==> src/rtl/dsc_chunk_unpacker.sv <==
// DSC decoder front end: splits the compressed slice bytestream into per-row chunks and packs them
// MSB-first into BPW-byte words tagged with chunk/slice boundaries. Define DSC_UNPACK_CRC_EN for slice CRC-16.
module dsc_chunk_unpacker #(
    parameter int BPW   = 6,
    parameter int CNT_W = 16
) (
    input  logic                 clk_i,
    input  logic                 rst_ni,
    input  logic                 start_i,
    input  logic [CNT_W-1:0]     cfg_chunk_size_i,
    input  logic [CNT_W-1:0]     cfg_slice_height_i,
    input  logic                 in_valid_i,
    output logic                 in_ready_o,
    input  logic [7:0]           in_data_i,
    output logic                 out_valid_o,
    input  logic                 out_ready_i,
    output logic [8*BPW-1:0]     out_data_o,
    output logic [BPW-1:0]       out_ben_o,
    output logic                 out_last_chunk_o,
    output logic                 out_last_slice_o,
    output logic                 busy_o,
    output logic                 done_o,
    output logic                 err_cfg_o
`ifdef DSC_UNPACK_CRC_EN
    ,
    output logic [15:0]          crc_out_o,
    output logic                 crc_valid_o
`endif
);

    localparam int LW = (BPW > 1) ? $clog2(BPW) : 1;

    localparam logic [1:0] S_IDLE  = 2'd0;
    localparam logic [1:0] S_RUN   = 2'd1;
    localparam logic [1:0] S_DRAIN = 2'd2;

    localparam logic [CNT_W-1:0] CNT_ONE   = 1;
    localparam logic [LW-1:0]    LANE_MAX  = LW'(BPW - 1);
    localparam logic [LW:0]      LANE_ONE  = 1;

    logic [1:0]           state_q, state_d;
    logic [CNT_W-1:0]     chunkSize_q, chunkSize_d;
    logic [CNT_W-1:0]     height_q, height_d;
    logic [CNT_W-1:0]     byteCnt_q, byteCnt_d;
    logic [CNT_W-1:0]     rowCnt_q, rowCnt_d;
    logic [LW-1:0]        lane_q, lane_d;
    logic [8*BPW-1:0]     acc_q, acc_d;
    logic                 outValid_q, outValid_d;
    logic [8*BPW-1:0]     outData_q, outData_d;
    logic [BPW-1:0]       outBen_q, outBen_d;
    logic                 outLastChunk_q, outLastChunk_d;
    logic                 outLastSlice_q, outLastSlice_d;
    logic                 done_q, done_d;
    logic                 errCfg_q, errCfg_d;

    logic                 cfgOk, startOk, inReady, inFire, outFire;
    logic                 chunkEnd, sliceEnd, laneFull, flush;
    logic [LW+2:0]        shamt;
    logic [LW:0]          lanePlusOne;
    logic [8*BPW-1:0]     insWord;
    logic [BPW-1:0]       benNew;

    assign cfgOk    = (|cfg_chunk_size_i) & (|cfg_slice_height_i);
    assign startOk  = (state_q == S_IDLE) & start_i & cfgOk;
    assign inReady  = (state_q == S_RUN) & (~outValid_q | out_ready_i);
    assign inFire   = in_valid_i & inReady;
    assign outFire  = outValid_q & out_ready_i;
    assign chunkEnd = (byteCnt_q == chunkSize_q - CNT_ONE);
    assign sliceEnd = chunkEnd & (rowCnt_q == height_q - CNT_ONE);
    assign laneFull = (lane_q == LANE_MAX);
    assign flush    = inFire & (laneFull | chunkEnd);

    // Incoming byte positioned at its lane; byte enables cover lanes 0..lane, MSB-aligned.
    assign shamt       = {lane_q, 3'b000};
    assign lanePlusOne = {1'b0, lane_q} + LANE_ONE;
    assign benNew      = ~({BPW{1'b1}} >> lanePlusOne);

    always_comb begin
        insWord = '0;
        insWord[8*BPW-1 -: 8] = in_data_i;
        insWord = insWord >> shamt;
    end

    always_comb begin
        state_d        = state_q;
        chunkSize_d    = chunkSize_q;
        height_d       = height_q;
        byteCnt_d      = byteCnt_q;
        rowCnt_d       = rowCnt_q;
        lane_d         = lane_q;
        acc_d          = acc_q;
        outValid_d     = outValid_q;
        outData_d      = outData_q;
        outBen_d       = outBen_q;
        outLastChunk_d = outLastChunk_q;
        outLastSlice_d = outLastSlice_q;
        done_d         = 1'b0;
        errCfg_d       = errCfg_q;

        case (state_q)
            S_IDLE: begin
                if (start_i) begin
                    if (cfgOk) begin
                        chunkSize_d = cfg_chunk_size_i;
                        height_d    = cfg_slice_height_i;
                        byteCnt_d   = '0;
                        rowCnt_d    = '0;
                        lane_d      = '0;
                        acc_d       = '0;
                        errCfg_d    = 1'b0;
                        state_d     = S_RUN;
                    end else begin
                        errCfg_d    = 1'b1;
                    end
                end
            end
            S_RUN: begin
                if (inFire) begin
                    if (chunkEnd) begin
                        byteCnt_d = '0;
                        lane_d    = '0;
                        rowCnt_d  = rowCnt_q + CNT_ONE;
                    end else begin
                        byteCnt_d = byteCnt_q + CNT_ONE;
                        lane_d    = laneFull ? '0 : lane_q + 1'b1;
                    end
                    acc_d = flush ? '0 : (acc_q | insWord);
                    if (sliceEnd) begin
                        state_d = S_DRAIN;
                    end
                end
            end
            S_DRAIN: begin
                if (outFire && outLastSlice_q) begin
                    state_d = S_IDLE;
                    done_d  = 1'b1;
                end
            end
            default: state_d = S_IDLE;
        endcase

        // A flush only happens when the output register is empty or being drained this cycle.
        if (flush) begin
            outValid_d     = 1'b1;
            outData_d      = acc_q | insWord;
            outBen_d       = benNew;
            outLastChunk_d = chunkEnd;
            outLastSlice_d = sliceEnd;
        end else if (outFire) begin
            outValid_d     = 1'b0;
        end
    end

    always_ff @(posedge clk_i or negedge rst_ni) begin
        if (!rst_ni) begin
            state_q        <= S_IDLE;
            chunkSize_q    <= '0;
            height_q       <= '0;
            byteCnt_q      <= '0;
            rowCnt_q       <= '0;
            lane_q         <= '0;
            acc_q          <= '0;
            outValid_q     <= 1'b0;
            outData_q      <= '0;
            outBen_q       <= '0;
            outLastChunk_q <= 1'b0;
            outLastSlice_q <= 1'b0;
            done_q         <= 1'b0;
            errCfg_q       <= 1'b0;
        end else begin
            state_q        <= state_d;
            chunkSize_q    <= chunkSize_d;
            height_q       <= height_d;
            byteCnt_q      <= byteCnt_d;
            rowCnt_q       <= rowCnt_d;
            lane_q         <= lane_d;
            acc_q          <= acc_d;
            outValid_q     <= outValid_d;
            outData_q      <= outData_d;
            outBen_q       <= outBen_d;
            outLastChunk_q <= outLastChunk_d;
            outLastSlice_q <= outLastSlice_d;
            done_q         <= done_d;
            errCfg_q       <= errCfg_d;
        end
    end

    assign in_ready_o       = inReady;
    assign out_valid_o      = outValid_q;
    assign out_data_o       = outData_q;
    assign out_ben_o        = outBen_q;
    assign out_last_chunk_o = outLastChunk_q;
    assign out_last_slice_o = outLastSlice_q;
    assign busy_o           = (state_q != S_IDLE);
    assign done_o           = done_q;
    assign err_cfg_o        = errCfg_q;

`ifdef DSC_UNPACK_CRC_EN
    // CRC-16-CCITT, MSB-first, one byte per accepted beat.
    function automatic logic [15:0] crcByte(input logic [15:0] crcIn, input logic [7:0] dataIn);
        logic [15:0] c;
        c = crcIn;
        for (int i = 7; i >= 0; i--) begin
            if (c[15] ^ dataIn[i]) begin
                c = {c[14:0], 1'b0} ^ 16'h1021;
            end else begin
                c = {c[14:0], 1'b0};
            end
        end
        return c;
    endfunction

    logic [15:0] crc_q;
    logic        crcValid_q;

    always_ff @(posedge clk_i or negedge rst_ni) begin
        if (!rst_ni) begin
            crc_q      <= '0;
            crcValid_q <= 1'b0;
        end else begin
            crcValid_q <= done_d;
            if (startOk) begin
                crc_q <= 16'hFFFF;
            end else if (inFire) begin
                crc_q <= crcByte(crc_q, in_data_i);
            end
        end
    end

    assign crc_out_o   = crc_q;
    assign crc_valid_o = crcValid_q;
`endif

endmodule

==> config.mk <==
export PLATFORM = sky130hd
export DESIGN_NAME = dsc_chunk_unpacker
export DESIGN_NICKNAME = d
export VERILOG_FILES = /design/src/rtl/dsc_chunk_unpacker.sv
export SDC_FILE = /design/constraint.sdc
export NUM_CORES = 1
export LEC_CHECK = 0
export CAP_MARGIN = 15
export CELL_PAD_IN_SITES_DETAIL_PLACEMENT = 0
export CELL_PAD_IN_SITES_GLOBAL_PLACEMENT = 1
export CORE_MARGIN = 3
export CORE_UTILIZATION = 45
export CTS_CLUSTER_SIZE = 30
export DETAILED_ROUTE_END_ITERATION = 7
export PLACE_DENSITY = 0.83
export SYNTH_ARGS = -nofsm -noshare
export SYNTH_HDL_FRONTEND = slang
export SYNTH_SLANG_ARGS = --single-unit
==> constraint.sdc <==
create_clock -name clk_i -period 4.82 [get_ports clk_i]
set_input_delay 0.482 -clock clk_i [delete_from_list [all_inputs] [get_ports clk_i]]
set_output_delay 0.482 -clock clk_i [all_outputs]
set_load 0.1 [all_outputs]
==> impl.org <==
** Outcome
- The run finished with clean final reports.

** Cells and area
- Once layout is done, the placed cells without fillers occupy around 11,000 sq um.
- Fraction of final layout cells with drive strength greater than 1 :: 0.0598
- Total number of nets in the final design :: about 1.1k
- Diode insertion count for antenna repair :: 0
- Area overhead of the layout relative to synthesis :: 20.3%
- Number of fillers in the final layout :: roughly 1.8k
- Fin cells :: roughly 1.3k

** Yosys
- Among all cell types in the netlist, the one instantiated most often is sky130_fd_sc_hd__dfrtp_1.
- In the synthesized netlist the dominant register cell turns out to be sky130_fd_sc_hd__dfrtp_1.
- In this run, distinct cell masters in the synthesized netlist total approximately 60.
- For this run, the register share of the synthesized area comes to 0.495.
- The share of synthesized area in the top cell type comes to 0.495.
- Share of synthesized flip-flops with an asynchronous set or reset :: 1.00
- Number of warnings reported in the yosys synthesis log :: 0
- Counting every instance in the synthesized netlist gives approximately 950.
- Area leader, netlist :: sky130_fd_sc_hd__dfrtp_1
- Number of register bits inferred by synthesis :: between 150 and 200
- Commonest cells post-synth :: 176 x sky130_fd_sc_hd__dfrtp_1, 125 x sky130_fd_sc_hd__nand2_1, 98 x sky130_fd_sc_hd__a21oi_1
- The mapped netlist covers 8900 sq um.
- The synthesized design contains 0 enable-type register cells.
- Sorting the synthesized cells by area gives the leading types as sky130_fd_sc_hd__dfrtp_1 49%, sky130_fd_sc_hd__mux2i_1 7.3%, sky130_fd_sc_hd__a21oi_1 5.5%.
- Synthesis produced a netlist with a net count of 997.
- Post-Synthesis Mean Instance Area :: between 9 and 10 sq um

** Run
- Max-cap violations in this run came to 0.

** Clocking
- Once the clock tree was built, the resizer swapped 0 gates to a different size.
- Hold repair after CTS inserted 0 buffers.
- The clock drives 176 sinks.
- In this run the post-CTS setup repair buffer count came out at 0.
- Clock tree synthesis inserted a total of 17 buffers.
- Worst-path clk slew :: approximately 0.070 ns
- The H-tree was split into 4 levels.
- Buffer type at the clock tree root :: sky130_fd_sc_hd__clkbuf_16
- CTS tree :: done
- For the worst-skew pair, the clock arrives at the later sink with an insertion delay of about 0.43 ns.
- In this run the deepest clock path goes through 2 buffers.

** Place
- Placed instance area :: 10,100 sq um
- Buffers added on ports :: around 110
- In this run, placement finished with an instance count of ~1.3k.
- The congestion estimate from routability-driven global placement came to approximately 0.85.
- Once detailed placement completed, the half-perimeter wirelength came to between 10,000 and 15,000 um.

** Power and ir drop
- Overall power consumption after layout is estimated at approximately 0.008 W.
- Power spread over the standard cell area amounts to about 740 nW/um^2.
- In this run the static leakage power is 4.56 nW.
- Maximum resistive drop on vdd :: 0.377 mV

** Worst setup path
- The critical path goes through inv_1 -> ha_1 -> and2b_1 -> a41oi_1 -> a311oi_1 -> nand4_1 -> a2111o_1 -> a21oi_4 -> buf_12 -> mux2i_1.
- CP max FO :: 48
- The critical path is of the reg2reg type.
- The worst setup path is launched from a register.
- Critical path data required time :: 5.16 ns
- Slowest CP cell :: sky130_fd_sc_hd__a21oi_4
- Endpoint type of the worst setup path :: register
- Critical path's top delay family :: compound AO/OA/AOI/OAI gates
- The largest single stage delay on the critical path is a little under 0.6 ns.
- Data on the critical path arrives at its endpoint at between 3 and 4 ns.
- The number of buffers and inverters on the critical path is 2.

** Floorplanning
- The core region is around 19,000 sq um.
- about 110 I/O pins were placed.
- The floorplan step defined a die boundary enclosing 21,500 sq um.
- Measured along the y axis, the die boundary spans between 100 and 150 um.
- The initialized floorplan defines 50 standard-cell rows.
- The initial utilization of the core area, before any placement, comes to 0.467.
- DIE WIDTH :: roughly 150 um

** STA
- For the pin with the worst max-slew slack, the measured transition is approximately 1.0 ns.
- Based on the critical path, the design can be clocked at up to ~300 MHz.
- The number of pins exceeding their max-slew limit in the final report came to 0.
- Number of setup violations in the final report :: 0
- In the finished design, the share of the clock period the worst path needs comes to 0.686.
- Max-slew headroom at the worst pin :: 0.330
- Clock period minus final worst setup slack :: 3.31 ns
- After routing, the total negative slack on setup checks comes to 0 ns.
- On the final layout, the worst clock skew is around 0.012 ns.
- Hold is met by around 0.077 ns.
- Final Hold Viols :: 0
- Unrepaired setup endpoints after global routing :: false

** Drt
- Detailed-route vias per instance :: about 5.4
- Mean routed wirelength per cell :: approximately 16 um
- Routed wire length :: roughly 21,000 um
- For this run, design rule violations remaining after detail routing come to 0.
- Number of optimization iterations in the first detailed-route pass :: 5
- After the first detailed-routing iteration, the DRC count stood at 457.
- Antenna-violating nets left :: 0
- Across all layers, the routed design uses ~7k vias.

** Global routing
- The initial antenna violation count was 0.
- The first global-routing pass estimated 35,000 um of wire.
- Entering global routing, the biggest net connects 83 pins.
- In the global route stage, overall resource usage came out at 0.197.
- Via count of the first global-routing pass :: slightly below 7k
- The total overflow left after global routing is 0.

** Hold path
- The worst hold path belongs to the class in2async.
-- metal layers --
| metal | wire (um) | vias up | track usage |
|---|---|---|---|
| met4 | 268 | 0 | 0.0517 |
| li1 | - | 3431 | - |
| met1 | 9830 | 3407 | 0.284 |
| met3 | 1020 | 22 | 0.0289 |
| met2 | 9680 | 189 | 0.315 |
| met5 | 0 | - | 0 |
-- placed cells by master, fill, tap and decap left out, drive strengths merged, types with 3 or more instances in the layout --
| cell type | netlist | final |
|---|---|---|
| a21oi | 99 | 99 |
| mux2 | 3 | 3 |
| nand2b | 11 | 11 |
| nand2 | 125 | 125 |
| ha | 5 | 5 |
| mux2i | 65 | 65 |
| a41oi | 3 | 3 |
| nor4 | 14 | 14 |
| nand4 | 21 | 21 |
| xor2 | 16 | 16 |
| o211ai | 4 | 4 |
| a31oi | 6 | 6 |
| o21ai | 23 | 23 |
| a211oi | 12 | 12 |
| dfrtp | 176 | 176 |
| nor2b | 14 | 14 |
| nor3b | 11 | 11 |
| nand3 | 19 | 19 |
| clkbuf | 31 | 19 |
| nor3 | 56 | 56 |
| xnor2 | 33 | 33 |
| and2 | 9 | 9 |
| a2111o | 4 | 4 |
| clkdlybuf4s50 | 0 | 104 |
| nor2 | 36 | 36 |
| nand3b | 3 | 3 |
| or4 | 3 | 3 |
| and3 | 11 | 11 |
| clkinv | 0 | 3 |
| o22ai | 5 | 5 |
| buf | 28 | 13 |
| inv | 71 | 79 |
-- sequential cells by signal, summed over array words and instances (netlist names), 3 cells and up --
signal	cells
byteCnt_q	16
out_ben_o	6
out_data_o	48
rowCnt_q	16
lane_q	3
chunkSize_q	16
height_q	16
acc_q	48
-- worst reg2reg max path, stage by stage (launching register included) --
cell                       delay, ns
sky130_fd_sc_hd__dfrtp_1        0.42
sky130_fd_sc_hd__inv_1          0.08
sky130_fd_sc_hd__ha_1           0.22
sky130_fd_sc_hd__and2b_1        0.30
sky130_fd_sc_hd__a41oi_1        0.16
sky130_fd_sc_hd__a311oi_1       0.31
sky130_fd_sc_hd__nand4_1        0.12
sky130_fd_sc_hd__a2111o_1       0.41
sky130_fd_sc_hd__a21oi_4        0.58
sky130_fd_sc_hd__buf_12         0.37
sky130_fd_sc_hd__mux2i_1        0.25
-- metrics by stage --
| stage | setup WS [ns] | utilization |
|---|---|---|
| 2_1_floorplan | 1.19 | - |
| 3_3_place_gp | 1.56 | 0.530 |
| 3_5_place_dp | 1.53 | 0.530 |
| 4_1_cts | 1.50 | 0.561 |
| 5_1_grt | 1.33 | 0.561 |
| 6_report | 1.51 | 0.561 |
-- power by group --
part	total [W]	switching (W)	internal (W)
clock	0.00139	0.000626	0.000762
combinational	0.00400	0.00287	0.00113
sequential	0.00257	0.000530	0.00204
-- kinds of logic after synthesis --
| kind of cell | synth area share |
|---|---|
| compound gates | 0.120 |
| flops | 0.495 |
| fa+ha+maj | 0.00703 |
| simple gates | 0.193 |
| xor+xnor | 0.0482 |
| mux | 0.0769 |
| buf+inv | 0.0610 |
-- final cells by class --
class	count	area [sq um]	area share
multi-input combinational	641	3960	0.370
tap	260	325	0.0304
clock inverter	13	140	0.0131
sequential	176	4400	0.411
inverter	71	267	0.0249
clock buffer	19	453	0.0423
timing repair buffer	117	1150	0.108
-- path summary, 6_finish.rpt --
| kind | startpoint | end | slack, ns | cells past startpoint |
|---|---|---|---|---|
| worst max-delay path | chunkSize_q[0] | out_ben_o[3] | 1.51 | 10 |
| worst min-delay path | rst_ni | out_data_o[6] | 0.08 | 1 |
| worst max register to register | chunkSize_q[0] | out_ben_o[3] | 1.51 | 10 |
| worst min register to register | out_ben_o[5] | out_ben_o[5] | 0.47 | 1 |
| max in group asynchronous | rst_ni | out_ben_o[5] | 3.56 | 2 |
| min in group clk_i | out_ben_o[5] | out_ben_o[5] | 0.47 | 1 |
Power figures use the tool's default switching activity.
